## src/rtl/udp_calc_engine.sv

```systemverilog
// Inline AXI-Stream calculator: rewrites R in matching IPv4/UDP packets, passes others through.
// Optional multiply opcode enabled by defining CALC_MUL_EN.
module udp_calc_engine #(
   parameter int unsigned DATA_WIDTH = 512,
   parameter int unsigned OPERAND_W  = 32,
   parameter int unsigned TUSER_W    = 48
) (
   input  logic                    axis_aclk,
   input  logic                    aresetn,
   input  logic                    cfg_en,
   input  logic [15:0]             cfg_udp_port,
   input  logic [DATA_WIDTH-1:0]   s_axis_tdata,
   input  logic [DATA_WIDTH/8-1:0] s_axis_tkeep,
   input  logic [TUSER_W-1:0]      s_axis_tuser,
   input  logic                    s_axis_tlast,
   input  logic                    s_axis_tvalid,
   output logic                    s_axis_tready,
   output logic [DATA_WIDTH-1:0]   m_axis_tdata,
   output logic [DATA_WIDTH/8-1:0] m_axis_tkeep,
   output logic [TUSER_W-1:0]      m_axis_tuser,
   output logic                    m_axis_tlast,
   output logic                    m_axis_tvalid,
   input  logic                    m_axis_tready,
   output logic [31:0]             stat_calc_cnt,
   output logic [31:0]             stat_byp_cnt,
   output logic [31:0]             stat_badop_cnt
);

   localparam int unsigned KeepW   = DATA_WIDTH / 8;
   localparam int unsigned OpBytes = OPERAND_W / 8;
   localparam int unsigned AOff    = 44;
   localparam int unsigned BOff    = 44 + OpBytes;
   localparam int unsigned ROff    = 44 + 2 * OpBytes;
   localparam int unsigned KeepIdx = 43 + 3 * OpBytes;

   localparam logic [15:0] OpAdd  = 16'h000D;
   localparam logic [15:0] OpSub  = 16'h001A;
   localparam logic [15:0] OpAnd  = 16'h0027;
   localparam logic [15:0] OpOr   = 16'h0034;
   localparam logic [15:0] OpXor  = 16'h0041;
   localparam logic [15:0] OpUmin = 16'h004E;
   localparam logic [15:0] OpUmax = 16'h005B;
`ifdef CALC_MUL_EN
   localparam logic [15:0] OpMul  = 16'h0068;
`endif

   if ((DATA_WIDTH % 64) != 0 || (OPERAND_W % 8) != 0 || (OPERAND_W == 0) ||
       (44 + 3 * OpBytes > KeepW)) begin : g_bad_cfg
      $error("udp_calc_engine: payload fields do not fit in one DATA_WIDTH beat");
   end

   // Stage 1: registered beat plus parse result of the SOP beat
   logic                  v1_q, sop_q, sop1_q, match1_q, last1_q;
   logic [DATA_WIDTH-1:0] data1_q;
   logic [KeepW-1:0]      keep1_q;
   logic [TUSER_W-1:0]    user1_q;

   // Stage 2: output registers and per-packet classification
   logic                  v2_q, last2_q, calc2_q, badop2_q, byp2_q;
   logic [DATA_WIDTH-1:0] data2_q;
   logic [KeepW-1:0]      keep2_q;
   logic [TUSER_W-1:0]    user2_q;
   logic [31:0]           calc_cnt_q, byp_cnt_q, badop_cnt_q;

   logic                  rdy2, s_acc, match_s;
   logic [15:0]           opcode;
   logic [OPERAND_W-1:0]  op_a, op_b, res;
   logic                  known, rewrite;
   logic [DATA_WIDTH-1:0] data_nx;

   assign rdy2          = !v2_q || m_axis_tready;
   assign s_axis_tready = !v1_q || rdy2;
   assign s_acc         = s_axis_tvalid && s_axis_tready;

   assign match_s = cfg_en
      && (s_axis_tdata[8*12 +: 8] == 8'h08) && (s_axis_tdata[8*13 +: 8] == 8'h00)
      && (s_axis_tdata[8*14 +: 8] == 8'h45) && (s_axis_tdata[8*23 +: 8] == 8'h11)
      && ({s_axis_tdata[8*36 +: 8], s_axis_tdata[8*37 +: 8]} == cfg_udp_port)
      && s_axis_tkeep[KeepIdx];

   always_ff @(posedge axis_aclk or negedge aresetn) begin
      if (!aresetn) begin
         v1_q     <= 1'b0;
         sop_q    <= 1'b1;
         sop1_q   <= 1'b0;
         match1_q <= 1'b0;
         last1_q  <= 1'b0;
         data1_q  <= '0;
         keep1_q  <= '0;
         user1_q  <= '0;
      end else begin
         if (s_acc) sop_q <= s_axis_tlast;
         if (s_axis_tready) begin
            v1_q <= s_axis_tvalid;
            if (s_axis_tvalid) begin
               sop1_q   <= sop_q;
               match1_q <= match_s;
               last1_q  <= s_axis_tlast;
               data1_q  <= s_axis_tdata;
               keep1_q  <= s_axis_tkeep;
               user1_q  <= s_axis_tuser;
            end
         end
      end
   end

   // Operands are big-endian on the wire
   always_comb begin
      opcode = {data1_q[8*42 +: 8], data1_q[8*43 +: 8]};
      op_a   = '0;
      op_b   = '0;
      for (int j = 0; j < OpBytes; j++) begin
         op_a[8*(OpBytes-1-j) +: 8] = data1_q[8*(AOff+j) +: 8];
         op_b[8*(OpBytes-1-j) +: 8] = data1_q[8*(BOff+j) +: 8];
      end
   end

   always_comb begin
      known = 1'b1;
      res   = '0;
      case (opcode)
         OpAdd:  res = op_a + op_b;
         OpSub:  res = op_a - op_b;
         OpAnd:  res = op_a & op_b;
         OpOr:   res = op_a | op_b;
         OpXor:  res = op_a ^ op_b;
         OpUmin: res = (op_a < op_b) ? op_a : op_b;
         OpUmax: res = (op_a > op_b) ? op_a : op_b;
`ifdef CALC_MUL_EN
         OpMul:  res = op_a * op_b;
`endif
         default: known = 1'b0;
      endcase
   end

   always_comb begin
      rewrite = sop1_q && match1_q && known;
      data_nx = data1_q;
      if (rewrite) begin
         for (int j = 0; j < OpBytes; j++) begin
            data_nx[8*(ROff+j) +: 8] = res[8*(OpBytes-1-j) +: 8];
         end
      end
   end

   always_ff @(posedge axis_aclk or negedge aresetn) begin
      if (!aresetn) begin
         v2_q     <= 1'b0;
         last2_q  <= 1'b0;
         calc2_q  <= 1'b0;
         badop2_q <= 1'b0;
         byp2_q   <= 1'b0;
         data2_q  <= '0;
         keep2_q  <= '0;
         user2_q  <= '0;
      end else if (rdy2) begin
         v2_q <= v1_q;
         if (v1_q) begin
            data2_q  <= data_nx;
            keep2_q  <= keep1_q;
            user2_q  <= user1_q;
            last2_q  <= last1_q;
            calc2_q  <= rewrite;
            badop2_q <= sop1_q && match1_q && !known;
            byp2_q   <= sop1_q && !match1_q;
         end
      end
   end

   // Stats advance only when the classified SOP beat actually leaves
   always_ff @(posedge axis_aclk or negedge aresetn) begin
      if (!aresetn) begin
         calc_cnt_q  <= '0;
         byp_cnt_q   <= '0;
         badop_cnt_q <= '0;
      end else if (v2_q && m_axis_tready) begin
         if (calc2_q)  calc_cnt_q  <= calc_cnt_q + 32'd1;
         if (byp2_q)   byp_cnt_q   <= byp_cnt_q + 32'd1;
         if (badop2_q) badop_cnt_q <= badop_cnt_q + 32'd1;
      end
   end

   assign m_axis_tdata   = data2_q;
   assign m_axis_tkeep   = keep2_q;
   assign m_axis_tuser   = user2_q;
   assign m_axis_tlast   = last2_q;
   assign m_axis_tvalid  = v2_q;
   assign stat_calc_cnt  = calc_cnt_q;
   assign stat_byp_cnt   = byp_cnt_q;
   assign stat_badop_cnt = badop_cnt_q;

endmodule

```

## config.mk

```make
export PLATFORM = sky130hd
export DESIGN_NAME = udp_calc_engine
export DESIGN_NICKNAME = d
export VERILOG_FILES = /design/src/rtl/udp_calc_engine.sv
export SDC_FILE = /design/constraint.sdc
export NUM_CORES = 2
export LEC_CHECK = 0
export CAP_MARGIN = 20
export CORE_AREA = 2 2 529 531
export DETAILED_ROUTE_END_ITERATION = 8
export DIE_AREA = 0 0 531 533
export PLACE_DENSITY = 0.47
export SETUP_SLACK_MARGIN = 0.4
export SLEW_MARGIN = 5
export SYNTH_ARGS = -nofsm -noshare
export SYNTH_HDL_FRONTEND = slang
export SYNTH_SLANG_ARGS = --single-unit
```

## constraint.sdc

```tcl
create_clock -name axis_aclk -period 3.6 [get_ports axis_aclk]
set_input_delay 0.36 -clock axis_aclk [delete_from_list [all_inputs] [get_ports axis_aclk]]
set_output_delay 0.36 -clock axis_aclk [all_outputs]
set_load 0.03 [all_outputs]
```

==> out/results.ini <==
[synth]
yosysSeqAreaShare_pct = 59.5
async_flop_share_pct = 100
synth_edf_count = 0
synth_top_area_cell = dfrtp_1
syn_nets = 7235
synth_top_area_share_pct = 59.5
ys_warn_count = 0
synth_area_um2 = 56900
synth_area_leaders = dfrtp_1, nand2_1, ha_1, clkbuf_1, o21ai_0
ys_ff_latch = 1354
avgSynthCellArea_um2 = 8.78
syn_inst = 6486
synth_ff_type = dfrtp_1
ys_types = 94

[run_status]
failed_checks = setup timing
status = complete, but fails checks

[timing]
worst_pin_slew_ns = 0.948
clock_skew_ns = 0.0590
worst_slack_ns = -0.163
setup_violations = 17
hold_violations = 0
post-route-period-util_pct = 105
fin_crit_ns = 3.76
rsz0062_at_grt = true
tns_ns = -1.02
fmax_mhz = 266
slew_viol_final = 0
worst_slew_margin_rel_pct = 36.6

[route]
vias_per_cell = 4.29
drt-pass1-iter-count = 6
ant_nets = 0
post_drt_wl_per_cell_um = 23.3
drc = 0
first_iter_violations = 3392
wl_um = 284000
vias = 52400

[power_and_ir_drop]
vdd_drop_max_mv = 0.325
total_power_uw = 51800
leakagePower_uw = 0.0414
p_int_uw = 33700
p_clk_share_pct = 33.9
switchingPower_uw = 18100
seqPwrFrac_pct = 37.3
p_per_area_nw_per_um2 = 601
p_sw_share_pct = 34.9
power_frac_comb_pct = 28.8

[worst_setup_path]
rrSetupSlack_ns = -0.16
crit_buf_inv = 6
cp_num_cells = 18
crit_top_cell = buf_4
startpoint = data1_q[376]
crit_slowest_cell = mux2_4
cp-end-kind = flop
path_cells = inv_2 > ha_4 > fa_2 > o21bai_4 > o2111ai_2 > a311oi_2 > buf_4 > a2111oi_4 > buf_4 > nor4_4 > buf_4 > buf_6 > nor2_4 > mux2_4 > buf_12 > a221o_1 > o21ai_1 > o21ai_1
critPathLaunchType = flop
crit_required_ns = 4.29
critical_path.max_stage_delay_ns = 0.43
worstSetupPathType = flop to flop
cp_max_fo = 5
r2r_cells = 18
rr_endpoint = m_axis_tdata[442]
timing.rr.start = data1_q[376]
cp_top_family = compound AO/OA/AOI/OAI gates
arrival_ns = 4.45
setup.worst_path.end = m_axis_tdata[442]

[global_routing]
grt-ovfl-total = 0
grt_pass1_wl_um = 404000
grt_max_degree = 149
grt_pass1_vias = 54300
antenna_found_initial = 94
grt_usage_pct = 19.5

[finish]
fin_util_pct = 31.0
areaGrowthSynthToFinish_pct = 51.3
final_nets = 9071
drive_above_1_share_pct = 8.70

[clock_tree]
htree_levels = 4
clkTransAtPathRegs_ns = 0.06
cts_max_path_buffers = 4
root_buffer = clkbuf_16
cts_tree = done
clock-sinks = 1354
worst_skew_pair.late_latency_ns = 0.87
cts_buffers = 168

[die]
die-area_um2 = 283000
initial_utilization_pct = 20.5
die_y_um = 533
core_um2 = 278000
die_w_um = 531
rows = 194
ios = 1369

[placement]
portBuffers = 1368
routabilityCongestion = 0.932
dpl.hpwl_um = 217000
post-place-ws_ns = -0.356

[hold_path]
hold_path.class = primary input to flop
worstHoldStart = s_axis_tdata[424]

[flow_run]
drv_cap = 0

==> power groups by stage <==
stage,clock [µW],combinational [µW],sequential [µW]
after global placement,0,14700,19500
after floorplan,0,4020,21900
final,17500,14900,19300
after CTS,18100,15100,19400
after global routing,18700,16000,19600
after detailed placement,0,14600,19600
==> logic make-up after synthesis <==
| group | Yosys count | synth area share [%] |
|---|---|---|
| buffers and inverters | 442 | 2.98 |
| adders and majority gates | 103 | 2.29 |
| xor gates and xnor gates | 133 | 2.05 |
| AOI/OAI and AO/OA | 546 | 6.11 |
| muxes | 13 | 0.244 |
| and+or+nand+nor | 3895 | 26.8 |
| DFF | 1354 | 59.5 |
==> final cells by class <==
type	count	area, µm²
antenna	53	133
clock buffer	244	4920
clock inverter	57	709
fill	29100	192000
inverter	96	360
multi-input combinational	4691	21600
sequential	1354	33900
tap	3724	4660
timing repair buffer	2011	19900
==> worst min-delay path by stage <==
stage	to	slack, ns	cells past startpoint
after floorplan	badop2_q	0.06	0
after global placement	m_axis_tdata[124]	0.34	1
after detailed placement	m_axis_tdata[124]	0.34	1
after CTS	data1_q[331]	0.00002	3
after global routing	keep1_q[10]	0.03	3
final	data1_q[424]	0.08	3
==> layout by cell type, fill, tap and decap left out, drive strengths merged, types with 27 or more instances in the layout <==
master,synthesis,final
xnor2,88,88
nand3,51,51
a21oi,108,108
a221oi,30,30
nor3,39,39
clkdlybuf4s50,0,1367
ha,101,101
dlygate4sd3,0,248
clkbuf,299,244
nor2,95,95
clkinv,1,35
o21ai,235,235
inv,95,103
diode,0,53
nand2,3548,3548
xor2,45,45
buf,47,396
and3,27,27
dfrtp,1353,1353
==> worst min-delay path: stages <==
cell             delay (ns)
clkdlybuf4s50_1        0.40
nand2_1                0.07
nand2_1                0.05
==> metal layers <==
| layer | vias up | track usage [%] | wire [µm] |
|---|---|---|---|
| li1 | 24200 | - | - |
| met1 | 25900 | 23.9 | 116000 |
| met2 | 1814 | 31.6 | 132000 |
| met3 | 430 | 6.11 | 23900 |
| met4 | 50 | 8.08 | 12200 |
| met5 | - | 0 | 333 |
==> timing repair <==
action / 4_1_cts / 5_1_grt
endpoints found under the setup margin: 32 / 32
gates cloned: 1 / 0
hold endpoints to repair: 473 / 0
hold buffers: 248 / 0
setup buffers: 10 / 2
pin swaps: 31 / 14
resized for setup: 32 / 23
==> cells in the mapped netlist (18+ instances only) <==
| master | number |
|---|---|
| o21ai_0 | 224 |
| o211ai_1 | 18 |
| nor2_1 | 94 |
| and3_1 | 27 |
| buf_1 | 24 |
| a221oi_1 | 26 |
| nor4_1 | 18 |
| buf_2 | 21 |
| or3_1 | 20 |
| xor2_1 | 45 |
| nand2_1 | 3547 |
| a21oi_1 | 108 |
| inv_1 | 92 |
| nor3_1 | 39 |
| ha_1 | 101 |
| xnor2_1 | 88 |
| clkbuf_1 | 299 |
| nand3_1 | 51 |
| nand4_1 | 19 |
| dfrtp_1 | 1353 |
==> through the flow <==
| stage | cells | cell area [µm²] | hold WS [ns] |
|---|---|---|---|
| after floorplan | 6486 | 56900 | 0.0644 |
| after global placement | 11600 | 77500 | 0.339 |
| after detailed placement | 11600 | 77500 | 0.343 |
| after CTS | 12200 | 85900 | 0.0000215 |
| after global routing | 12200 | 86100 | 0.0283 |
| final | 12200 | 86100 | 0.0809 |
==> sequential cells by signal, indices dropped and copies added, names as in the netlist, 32 cells and up <==
signal,flops
user1_q,48
m_axis_tuser,48
stat_byp_cnt,32
keep1_q,64
stat_calc_cnt,32
data1_q,512
m_axis_tkeep,64
m_axis_tdata,512
stat_badop_cnt,32
No activity file was read; power rests on OpenSTA's default activity.
